===== src/rtl/wb_pkg.sv =====
// rtl/wb_pkg.sv - shared Wishbone burst constants and line-master state type
package wb_pkg;
    localparam logic [2:0] CTI_CLASSIC = 3'b000;
    localparam logic [2:0] CTI_INCR    = 3'b010;
    localparam logic [2:0] CTI_END     = 3'b111;
    localparam logic [1:0] BTE_LINEAR  = 2'b00;

    localparam int LINE_WORDS = 4;
    localparam int LINE_BITS  = 128;

    typedef enum logic [1:0] {
        ST_IDLE  = 2'd0,
        ST_BURST = 2'd1,
        ST_DONE  = 2'd2
    } state_t;
endpackage


===== src/rtl/wb_line_master.sv =====
// rtl/wb_line_master.sv - 16-byte cache line to 4-beat incrementing Wishbone burst master
module wb_line_master
    import wb_pkg::*;
#(
    parameter int TIMEOUT = 1024,
    localparam int TO_W = $clog2(TIMEOUT + 1)
) (
    input  logic                 i_clk,
    input  logic                 i_rst,
    input  logic                 i_req,
    input  logic                 i_we,
    input  logic [31:0]          i_addr,
    input  logic [LINE_BITS-1:0] i_data,
    input  logic [15:0]          i_strb,
    output logic                 o_busy,
    output logic                 o_done,
    output logic                 o_err,
    output logic [LINE_BITS-1:0] o_data,
    output logic                 o_wb_cyc,
    output logic                 o_wb_stb,
    output logic                 o_wb_we,
    output logic [2:0]           o_wb_cti,
    output logic [1:0]           o_wb_bte,
    output logic [3:0]           o_wb_sel,
    output logic [31:0]          o_wb_addr,
    output logic [31:0]          o_wb_data,
    input  logic                 i_wb_ack,
    input  logic                 i_wb_err,
    input  logic [31:0]          i_wb_data
);

    state_t               r_state, w_state;
    logic                 r_we, w_we;
    logic [LINE_BITS-1:0] r_line, w_line;
    logic [15:0]          r_strb, w_strb;
    logic [1:0]           r_beat, w_beat;
    logic [TO_W-1:0]      r_wd, w_wd;
    logic                 r_cyc, w_cyc;
    logic                 r_stb, w_stb;
    logic                 r_wb_we, w_wb_we;
    logic [2:0]           r_cti, w_cti;
    logic [3:0]           r_sel, w_sel;
    logic [31:0]          r_addr, w_addr;
    logic [31:0]          r_wdata, w_wdata;
    logic                 r_busy, w_busy;
    logic                 r_done, w_done;
    logic                 r_err, w_err;
    logic [LINE_BITS-1:0] r_data, w_data;

    logic [1:0] w_next_beat;
    logic       w_beat_ack;
    logic       w_abort;
    logic       w_unused_addr;

    assign w_next_beat   = r_beat + 2'd1;
    assign w_unused_addr = ^i_addr[3:0];

    // err outranks a simultaneous ack; the watchdog only fires on a beat with neither
    assign w_beat_ack = r_stb & i_wb_ack & ~i_wb_err;
    assign w_abort    = r_stb & (i_wb_err |
                        (~i_wb_ack & (r_wd == TO_W'(TIMEOUT - 1))));

    always_comb begin
        w_state = r_state;
        w_we    = r_we;
        w_line  = r_line;
        w_strb  = r_strb;
        w_beat  = r_beat;
        w_wd    = r_wd;
        w_cyc   = r_cyc;
        w_stb   = r_stb;
        w_wb_we = r_wb_we;
        w_cti   = r_cti;
        w_sel   = r_sel;
        w_addr  = r_addr;
        w_wdata = r_wdata;
        w_busy  = r_busy;
        w_done  = 1'b0;
        w_err   = r_err;
        w_data  = r_data;

        unique case (r_state)
            ST_IDLE: begin
                if (i_req) begin
                    w_state = ST_BURST;
                    w_we    = i_we;
                    w_line  = i_data;
                    w_strb  = i_strb;
                    w_beat  = 2'd0;
                    w_wd    = '0;
                    w_cyc   = 1'b1;
                    w_stb   = 1'b1;
                    w_wb_we = i_we;
                    w_cti   = CTI_INCR;
                    w_addr  = {i_addr[31:4], 4'h0};
                    w_sel   = i_we ? i_strb[3:0] : 4'hF;
                    w_wdata = i_we ? i_data[31:0] : 32'h0;
                    w_busy  = 1'b1;
                    w_err   = 1'b0;
                end
            end
            ST_BURST: begin
                if (w_abort) begin
                    w_state = ST_DONE;
                    w_cyc   = 1'b0;
                    w_stb   = 1'b0;
                    w_cti   = CTI_CLASSIC;
                    w_busy  = 1'b0;
                    w_done  = 1'b1;
                    w_err   = 1'b1;
                end else if (w_beat_ack) begin
                    w_wd = '0;
                    if (!r_we) begin
                        w_data[{r_beat, 5'd0} +: 32] = i_wb_data;
                    end
                    if (r_beat == 2'(LINE_WORDS - 1)) begin
                        w_state = ST_DONE;
                        w_cyc   = 1'b0;
                        w_stb   = 1'b0;
                        w_cti   = CTI_CLASSIC;
                        w_busy  = 1'b0;
                        w_done  = 1'b1;
                    end else begin
                        w_beat  = w_next_beat;
                        w_addr  = r_addr + 32'd4;
                        w_cti   = (w_next_beat == 2'(LINE_WORDS - 1)) ? CTI_END : CTI_INCR;
                        w_sel   = r_we ? r_strb[{w_next_beat, 2'd0} +: 4] : 4'hF;
                        w_wdata = r_we ? r_line[{w_next_beat, 5'd0} +: 32] : 32'h0;
                    end
                end else begin
                    w_wd = r_wd + 1'b1;
                end
            end
            ST_DONE: begin
                w_state = ST_IDLE;
            end
            default: begin
                w_state = ST_IDLE;
            end
        endcase
    end

    always_ff @(posedge i_clk) begin
        if (i_rst) begin
            r_state <= ST_IDLE;
            r_we    <= 1'b0;
            r_line  <= '0;
            r_strb  <= '0;
            r_beat  <= '0;
            r_wd    <= '0;
            r_cyc   <= 1'b0;
            r_stb   <= 1'b0;
            r_wb_we <= 1'b0;
            r_cti   <= CTI_CLASSIC;
            r_sel   <= '0;
            r_addr  <= '0;
            r_wdata <= '0;
            r_busy  <= 1'b0;
            r_done  <= 1'b0;
            r_err   <= 1'b0;
            r_data  <= '0;
        end else begin
            r_state <= w_state;
            r_we    <= w_we;
            r_line  <= w_line;
            r_strb  <= w_strb;
            r_beat  <= w_beat;
            r_wd    <= w_wd;
            r_cyc   <= w_cyc;
            r_stb   <= w_stb;
            r_wb_we <= w_wb_we;
            r_cti   <= w_cti;
            r_sel   <= w_sel;
            r_addr  <= w_addr;
            r_wdata <= w_wdata;
            r_busy  <= w_busy;
            r_done  <= w_done;
            r_err   <= w_err;
            r_data  <= w_data;
        end
    end

    assign o_busy    = r_busy;
    assign o_done    = r_done;
    assign o_err     = r_err;
    assign o_data    = r_data;
    assign o_wb_cyc  = r_cyc;
    assign o_wb_stb  = r_stb;
    assign o_wb_we   = r_wb_we;
    assign o_wb_cti  = r_cti;
    assign o_wb_bte  = BTE_LINEAR;
    assign o_wb_sel  = r_sel;
    assign o_wb_addr = r_addr;
    assign o_wb_data = r_wdata;

endmodule


===== config.mk =====
export PLATFORM = sky130hd
export DESIGN_NAME = wb_line_master
export DESIGN_NICKNAME = d
export VERILOG_FILES = /design/src/rtl/wb_pkg.sv /design/src/rtl/wb_line_master.sv
export SDC_FILE = /design/constraint.sdc
export NUM_CORES = 1
export LEC_CHECK = 0
export BUFFER_PORTS_ARGS = -buffer_cell sky130_fd_sc_hd__buf_4
export CAP_MARGIN = 10
export CORE_ASPECT_RATIO = 1.4
export CORE_MARGIN = 3
export CORE_UTILIZATION = 37
export CTS_CLUSTER_DIAMETER = 50
export DETAILED_ROUTE_END_ITERATION = 10
export GPL_TIMING_DRIVEN = 1
export PLACE_DENSITY = 0.65
export SLEW_MARGIN = 25
export SYNTH_ARGS = -nofsm -noshare
export SYNTH_HDL_FRONTEND = slang
export SYNTH_SLANG_ARGS = --single-unit

===== constraint.sdc =====
create_clock -name i_clk -period 4.9 [get_ports i_clk]
set_input_delay 0.98 -clock i_clk [delete_from_list [all_inputs] [get_ports i_clk]]
set_output_delay 0.98 -clock i_clk [all_outputs]
set_load 0.05 [all_outputs]

==> After elaboration in Yosys (flattened, before gate mapping) <==
Index checks and enable logic that the tools add are counted.
{ "totals": {"ff_bits": 362, "input_bits": 214, "output_inout_bits": 207, "elab_cells": 105} }
{ "op_classes": {"n_addsub": 4, "n_eq_ne": 11, "shift": 4, "muxes": 51, "bitwise_logic": 10, "reduce_logical": 11} }
{ "op_table": {"columns": ["operator", "n"], "rows": [
  ["2-to-1 mux 32 bit", 10],
  ["bitwise mux 128 bit", 1],
  ["one-hot mux 32 bit (2 select lines)", 2],
  ["variable shift 32 x 9 -> 128 bit, first input constant", 1],
  ["variable part select 128 x 8 -> 32 bit", 1],
  ["variable part select 32 x 9 -> 128 bit", 1],
  ["2-to-1 mux 11 bit", 3],
  ["adder 32 x 3 -> 32 bit, second input constant", 1],
  ["2-to-1 mux 4 bit", 6],
  ["one-hot mux 11 bit (2 select lines)", 1],
  ["2-to-1 mux 2 bit", 8],
  ["variable part select 16 x 5 -> 4 bit", 1],
  ["2-to-1 mux 3 bit", 5],
  ["AND reduction 3 bit", 4],
  ["adder 11 x 1 -> 11 bit, second input constant", 1],
  ["equality test 11 x 10 -> 1 bit, second input constant", 1],
  ["inequality test 2 bit, second input constant", 5],
  ["2-to-1 mux 1 bit", 9],
  ["negation 7 -> 9 bit", 1],
  ["one-hot mux 2 bit (2 select lines)", 2],
  ["one-hot mux 4 bit (2 select lines)", 1],
  ["AND reduction 4 bit", 2],
  ["inequality test 3 bit, second input constant", 2],
  ["one-hot mux 3 bit (2 select lines)", 1],
  ["other kinds (12)", 21]
]} }

==> Depth between registers and ports, before layout <==
{ "depth": {"ltp_word": 7, "mapped_depth": 9, "depth_no_buf": 6} }

==> Worst setup path after synthesis <==
OpenSTA, ideal clock, no wires.
{ "synth_path": {"path_type": "input port to flip-flop", "from": "input i_wb_ack", "to": "register r_wd[1]", "setup_time_ps": 137, "t_arrival_ps": 2428, "required_time_ps": 4763, "slack_ps": 2335, "cell_stages": 5, "path_buffers": 0, "path_cell_list": "or2_2 -> or4_1 -> a31oi_2 -> mux2i_1 -> nor2_1"} }
{ "synth_between": {"elab_chain_len": 6, "elab_cells_between_ends": 11, "cone_classes": "eq/ne (1); mux (3); bitwise (6); reduce/logical (1)"} }
{ "synth_rtl": {"columns": ["element", "line", "source"], "rows": [
  ["from (decl)", "wb_line_master.sv:27", "input logic i_wb_ack,"],
  ["NOT 1 bit", "wb_line_master.sv:61", "(~i_wb_ack & (r_wd == TO_W'(TIMEOUT - 1))));"],
  ["AND 1 bit", "wb_line_master.sv:61", null],
  ["bitwise OR 1 bit", "wb_line_master.sv:60", "assign w_abort = r_stb & (i_wb_err |"],
  ["AND 1 bit", "wb_line_master.sv:60", null],
  ["inequality test 2 bit (no source line)", null, null],
  ["AND reduction 3 bit (no source line)", null, null],
  ["to (signal assigned)", "wb_line_master.sv:168", "r_wd <= w_wd;"],
  ["to (decl)", "wb_line_master.sv:37", "logic [TO_W-1:0] r_wd, w_wd;"]
]} }
Several ways; a longest one is shown, not always the timed one. The select of a mux whose other input is x is not followed.
A chain may end at the register's enable or synchronous reset.

==> Worst setup path after layout <==
{ "layout_path": {"from": "input i_req", "to": "register r_sel[3] (netlist: o_wb_sel[3])"} }
{ "layout_between": {"elab_chain_len": 2} }
{ "layout_rtl": {"columns": ["element", "line", "source"], "rows": [
  ["from (decl)", "wb_line_master.sv:10", "input logic i_req,"],
  ["inequality test 2 bit (no source line)", null, null],
  ["AND reduction 5 bit (no source line)", null, null],
  ["to (signal assigned)", "wb_line_master.sv:173", "r_sel <= w_sel;"],
  ["to (decl)", "wb_line_master.sv:42", "logic [3:0] r_sel, w_sel;"]
]} }
Every way passes these cells.

==> results_dict.tcl <==
set metrics [dict create \
    synth_enable_flop_cells 0 \
    worstSetupEndpointType "register" \
    reg2reg_depth 6 \
    detail_route.wl_per_cell_um 19.41 \
    fin_worst_hold_slack_ns 0.4497 \
    grt_antenna_before_repair 2 \
    routed_wl_um 52350 \
    grt.total_usage_pct 23.03 \
    clock_sinks 359 \
    synth_async_sr_flop_share_pct 0 \
    total_of_endpoints_with_negative_setup_slack_in_the_final_report 0 \
    final_min_period_over_clock_period_pct 55.07 \
    ff2ff_setup_slack_ns 2.22 \
    post_drt_via_cell_ratio 5.470 \
    initial_utilization_pct 37.82 \
    syn-instance-count 1828 \
    cts_tree "built" \
    layout-drive-gt1-share_pct 25.65 \
    grt-ovfl-total 0 \
    final_hold_fails 0 \
    rr_endpoint "o_data[119]$_SDFFE_PP0P_" \
    synth-main-ff-cell "sky130_fd_sc_hd__dfxtp_1" \
    area_growth_pct 31.81 \
    row_count 86 \
    die_w_um 176.3 \
    worstHoldPathType "reg -> reg" \
    maxClockFrequency_ghz 0.3706 \
    leakagePower_uw 0.007585 \
    post_cts.repair.setup_buffers 0 \
    numPortBuffers 412 \
    arrival_ns 3.14 \
    path_max_fanout 62 \
    hold_path_end "o_data[103]$_SDFFE_PP0P_" \
    grt_pass1_vias 13930 \
    worst-endpoint-required_ns 5.34 \
    synth_seq_cells 359 \
    yosysWarningCount 0 \
    dieArea_sq_mm 0.04307 \
    worst_setup_hold_path_clk_slew_ns 0.06 \
    min_path_cells 2 \
    stdcell_count 2697 \
    area_of_the_mapped_netlist_sq_mm 0.01502 \
    final_area_sq_mm 0.01979 \
    number_of_top_level_pins 421 \
    drt_iter0_markers 1156 \
    yosys.cell_count.top_type "sky130_fd_sc_hd__nand2_1" \
    via_count 14750 \
    nNetsFinal 2360 \
    numPlacedInstances 2626 \
    die_h_um 244.4 \
    fin_skew_ns 0.01650 \
    netlist-cell-type-count 66 \
    synthTopCellsByArea "sky130_fd_sc_hd__dfxtp_1 (48%), sky130_fd_sc_hd__nand2_1 (11%), sky130_fd_sc_hd__a21oi_1 (10%), sky130_fd_sc_hd__mux4_2 (5.4%), sky130_fd_sc_hd__nand3_1 (4.9%)" \
    postSynthAreaPerCell_sq_um 8.214 \
    timing.max_slew.rel_slack_pct 33.16 \
    fillCellCount 3850 \
    use_met1_pct 27.18 \
    use_met2_pct 40.67 \
    yosys.area.top_type "sky130_fd_sc_hd__dfxtp_1" \
    cts_inserted_buffers 38 \
    worst_skew_pair.late_latency_ns 0.53 \
    outcome "complete, no violations" \
    detail_route.first_pass.iterations 5 \
    maxSlewViolCount 0 \
    reg2reg_from "o_busy$_SDFFE_PP0P_" \
    start_kind "input pin" \
    postCtsHoldBufs 0 \
    synth_commonest_cells "sky130_fd_sc_hd__nand2_1 (459), sky130_fd_sc_hd__dfxtp_1 (359), sky130_fd_sc_hd__a21oi_1 (308)" \
    grt_pass1_wl_um 79510 \
    finalWeightedCongestion 0.8526 \
    ctsHtreeMaxLevel 2 \
    final_antenna_net_count 0 \
    worstMarginPinSlew_ns 1.003 \
    drc 0 \
    post_cts.resized_instances 0 \
    hpwlAfterDp_um 34850 \
    start_point_of_the_worst_min_delay_path "o_data[103]$_SDFFE_PP0P_" \
    clockBufferDepth 3 \
    synth_top_cell_area_share_pct 47.86 \
    cts_root_buf "sky130_fd_sc_hd__clkbuf_16" \
    placedInstanceArea_sq_mm 0.01835 \
    globalRoute.busiestLayer "met2" \
    grt_max_degree 167 \
    max_cap_violations 0 \
    setup.worst_path.class "in -> reg" \
    use_met3_pct 5.654 \
    synth_seq_area_share_pct 47.86 \
    core_area_sq_mm 0.03971 \
    period_needed_ns 2.698 \
    power_density_mw_per_mm2 368.7 \
    vdd.ir_drop.worst_uv 279.5 \
    grt_setup_unrepaired "no" \
    final.setup.tns_ns 0 \
]
routing by layer:
| metal | vias up | wire (um) |
|---|---|---|
| met1 | 7095 | 20070 |
| met3 | 88 | 4221 |
| met2 | 541 | 26460 |
| met5 | - | 0 |
| met4 | 0 | 1593 |
| li1 | 7028 | - |
cell families (layout without fill, tap and decap cells):
family	after synthesis	count (layout)	synth area share, %
compound gates	457	457	18.01
xor+xnor	4	4	0.2334
fa+ha+maj	8	8	0.6666
buf+inv	178	515	4.958
flops	359	359	47.86
mux	41	41	5.750
other cells	1	5	0.02497
simple gates	780	780	22.50
critical path, cell delays in order:
cell,delay [ns]
sky130_fd_sc_hd__buf_4,0.11
sky130_fd_sc_hd__or3b_4,0.74
sky130_fd_sc_hd__o21a_1,0.79
sky130_fd_sc_hd__buf_4,0.31
sky130_fd_sc_hd__nand2_1,0.08
sky130_fd_sc_hd__a21oi_1,0.11
layout by cell type, fill, tap and decap left out, types with 5 or more instances in the layout:
| cell type | netlist | final |
|---|---|---|
| sky130_fd_sc_hd__nand2b_1 | 6 | 5 |
| sky130_fd_sc_hd__nand3_1 | 146 | 146 |
| sky130_fd_sc_hd__dfxtp_1 | 359 | 358 |
| sky130_fd_sc_hd__clkbuf_16 | 0 | 39 |
| sky130_fd_sc_hd__and2_1 | 13 | 13 |
| sky130_fd_sc_hd__ha_1 | 8 | 7 |
| sky130_fd_sc_hd__nor2_1 | 73 | 72 |
| sky130_fd_sc_hd__nor4_1 | 14 | 13 |
| sky130_fd_sc_hd__or3_1 | 7 | 7 |
| sky130_fd_sc_hd__nand2_1 | 459 | 459 |
| sky130_fd_sc_hd__buf_4 | 7 | 431 |
| sky130_fd_sc_hd__inv_1 | 10 | 10 |
| sky130_fd_sc_hd__a32oi_1 | 33 | 33 |
| sky130_fd_sc_hd__nand4_1 | 15 | 15 |
| sky130_fd_sc_hd__bufinv_16 | 0 | 7 |
| sky130_fd_sc_hd__a211oi_1 | 36 | 36 |
| sky130_fd_sc_hd__a311oi_1 | 5 | 5 |
| sky130_fd_sc_hd__clkbuf_8 | 0 | 10 |
| sky130_fd_sc_hd__o21ai_0 | 18 | 18 |
| sky130_fd_sc_hd__nor3_1 | 15 | 14 |
| sky130_fd_sc_hd__mux4_2 | 36 | 36 |
| sky130_fd_sc_hd__a21oi_1 | 308 | 308 |
| sky130_fd_sc_hd__and3_1 | 11 | 11 |
| sky130_fd_sc_hd__clkbuf_1 | 127 | 5 |
per-stage QoR:
step | worst slack (ns) | util, % | power (uW)
after floorplan | 2.335 | - | 3762
after global placement | 1.681 | 46.22 | 4124
after global routing | 1.956 | 49.85 | 7564
after detailed placement | 1.625 | 46.22 | 4142
after CTS | 2.143 | 49.82 | 7368
final | 2.202 | 49.85 | 7298
worst max path at each step:
stage                                 from                         end  slack (ns)  depth (start not counted)
floorplan                         i_wb_ack        r_wd[1]$_SDFFE_PP0P_        2.33                          5
global placement                     i_req      r_beat[0]$_SDFFE_PP0P_        1.68                          6
detailed placement                   i_req      r_beat[0]$_SDFFE_PP0P_        1.62                          6
CTS                 r_beat[0]$_SDFFE_PP0P_  o_wb_data[25]$_SDFFE_PP0P_        2.14                          5
global route        r_beat[0]$_SDFFE_PP0P_     o_data[68]$_SDFFE_PP0P_        1.96                          6
finish                               i_req    o_wb_sel[3]$_SDFFE_PP0P_        2.20                          6
power by group:
group	internal [uW]	switching [uW]	total, uW
clock	2000	1220	3220
sequential	3050	91.2	3140
combinational	341	598	938
total	5380	1910	7300
registers in the layout (all words and copies together) (netlist names):
register   cells
o_wb_sel       4
r_wd          11
o_busy         1
o_wb_data     32
r_line       128
o_data       128
o_wb_cti       2
o_wb_we        1
o_wb_addr     30
o_err          1
r_strb        16
o_done         1
r_state        2
r_beat         2
final cells by class:
class / count / area [sq um] / area share [%]
clock buffer: 54 / 1132 / 5.721
antenna: 1 / 2.502 / 0.01264
timing repair buffer: 435 / 3311 / 16.73
inverter: 10 / 37.54 / 0.1897
tap: 528 / 660.6 / 3.338
multi-input combinational: 1294 / 7162 / 36.19
sequential: 359 / 7188 / 36.32
clock inverter: 16 / 297.8 / 1.505
Note: power is estimated with default switching activity, not from simulation.
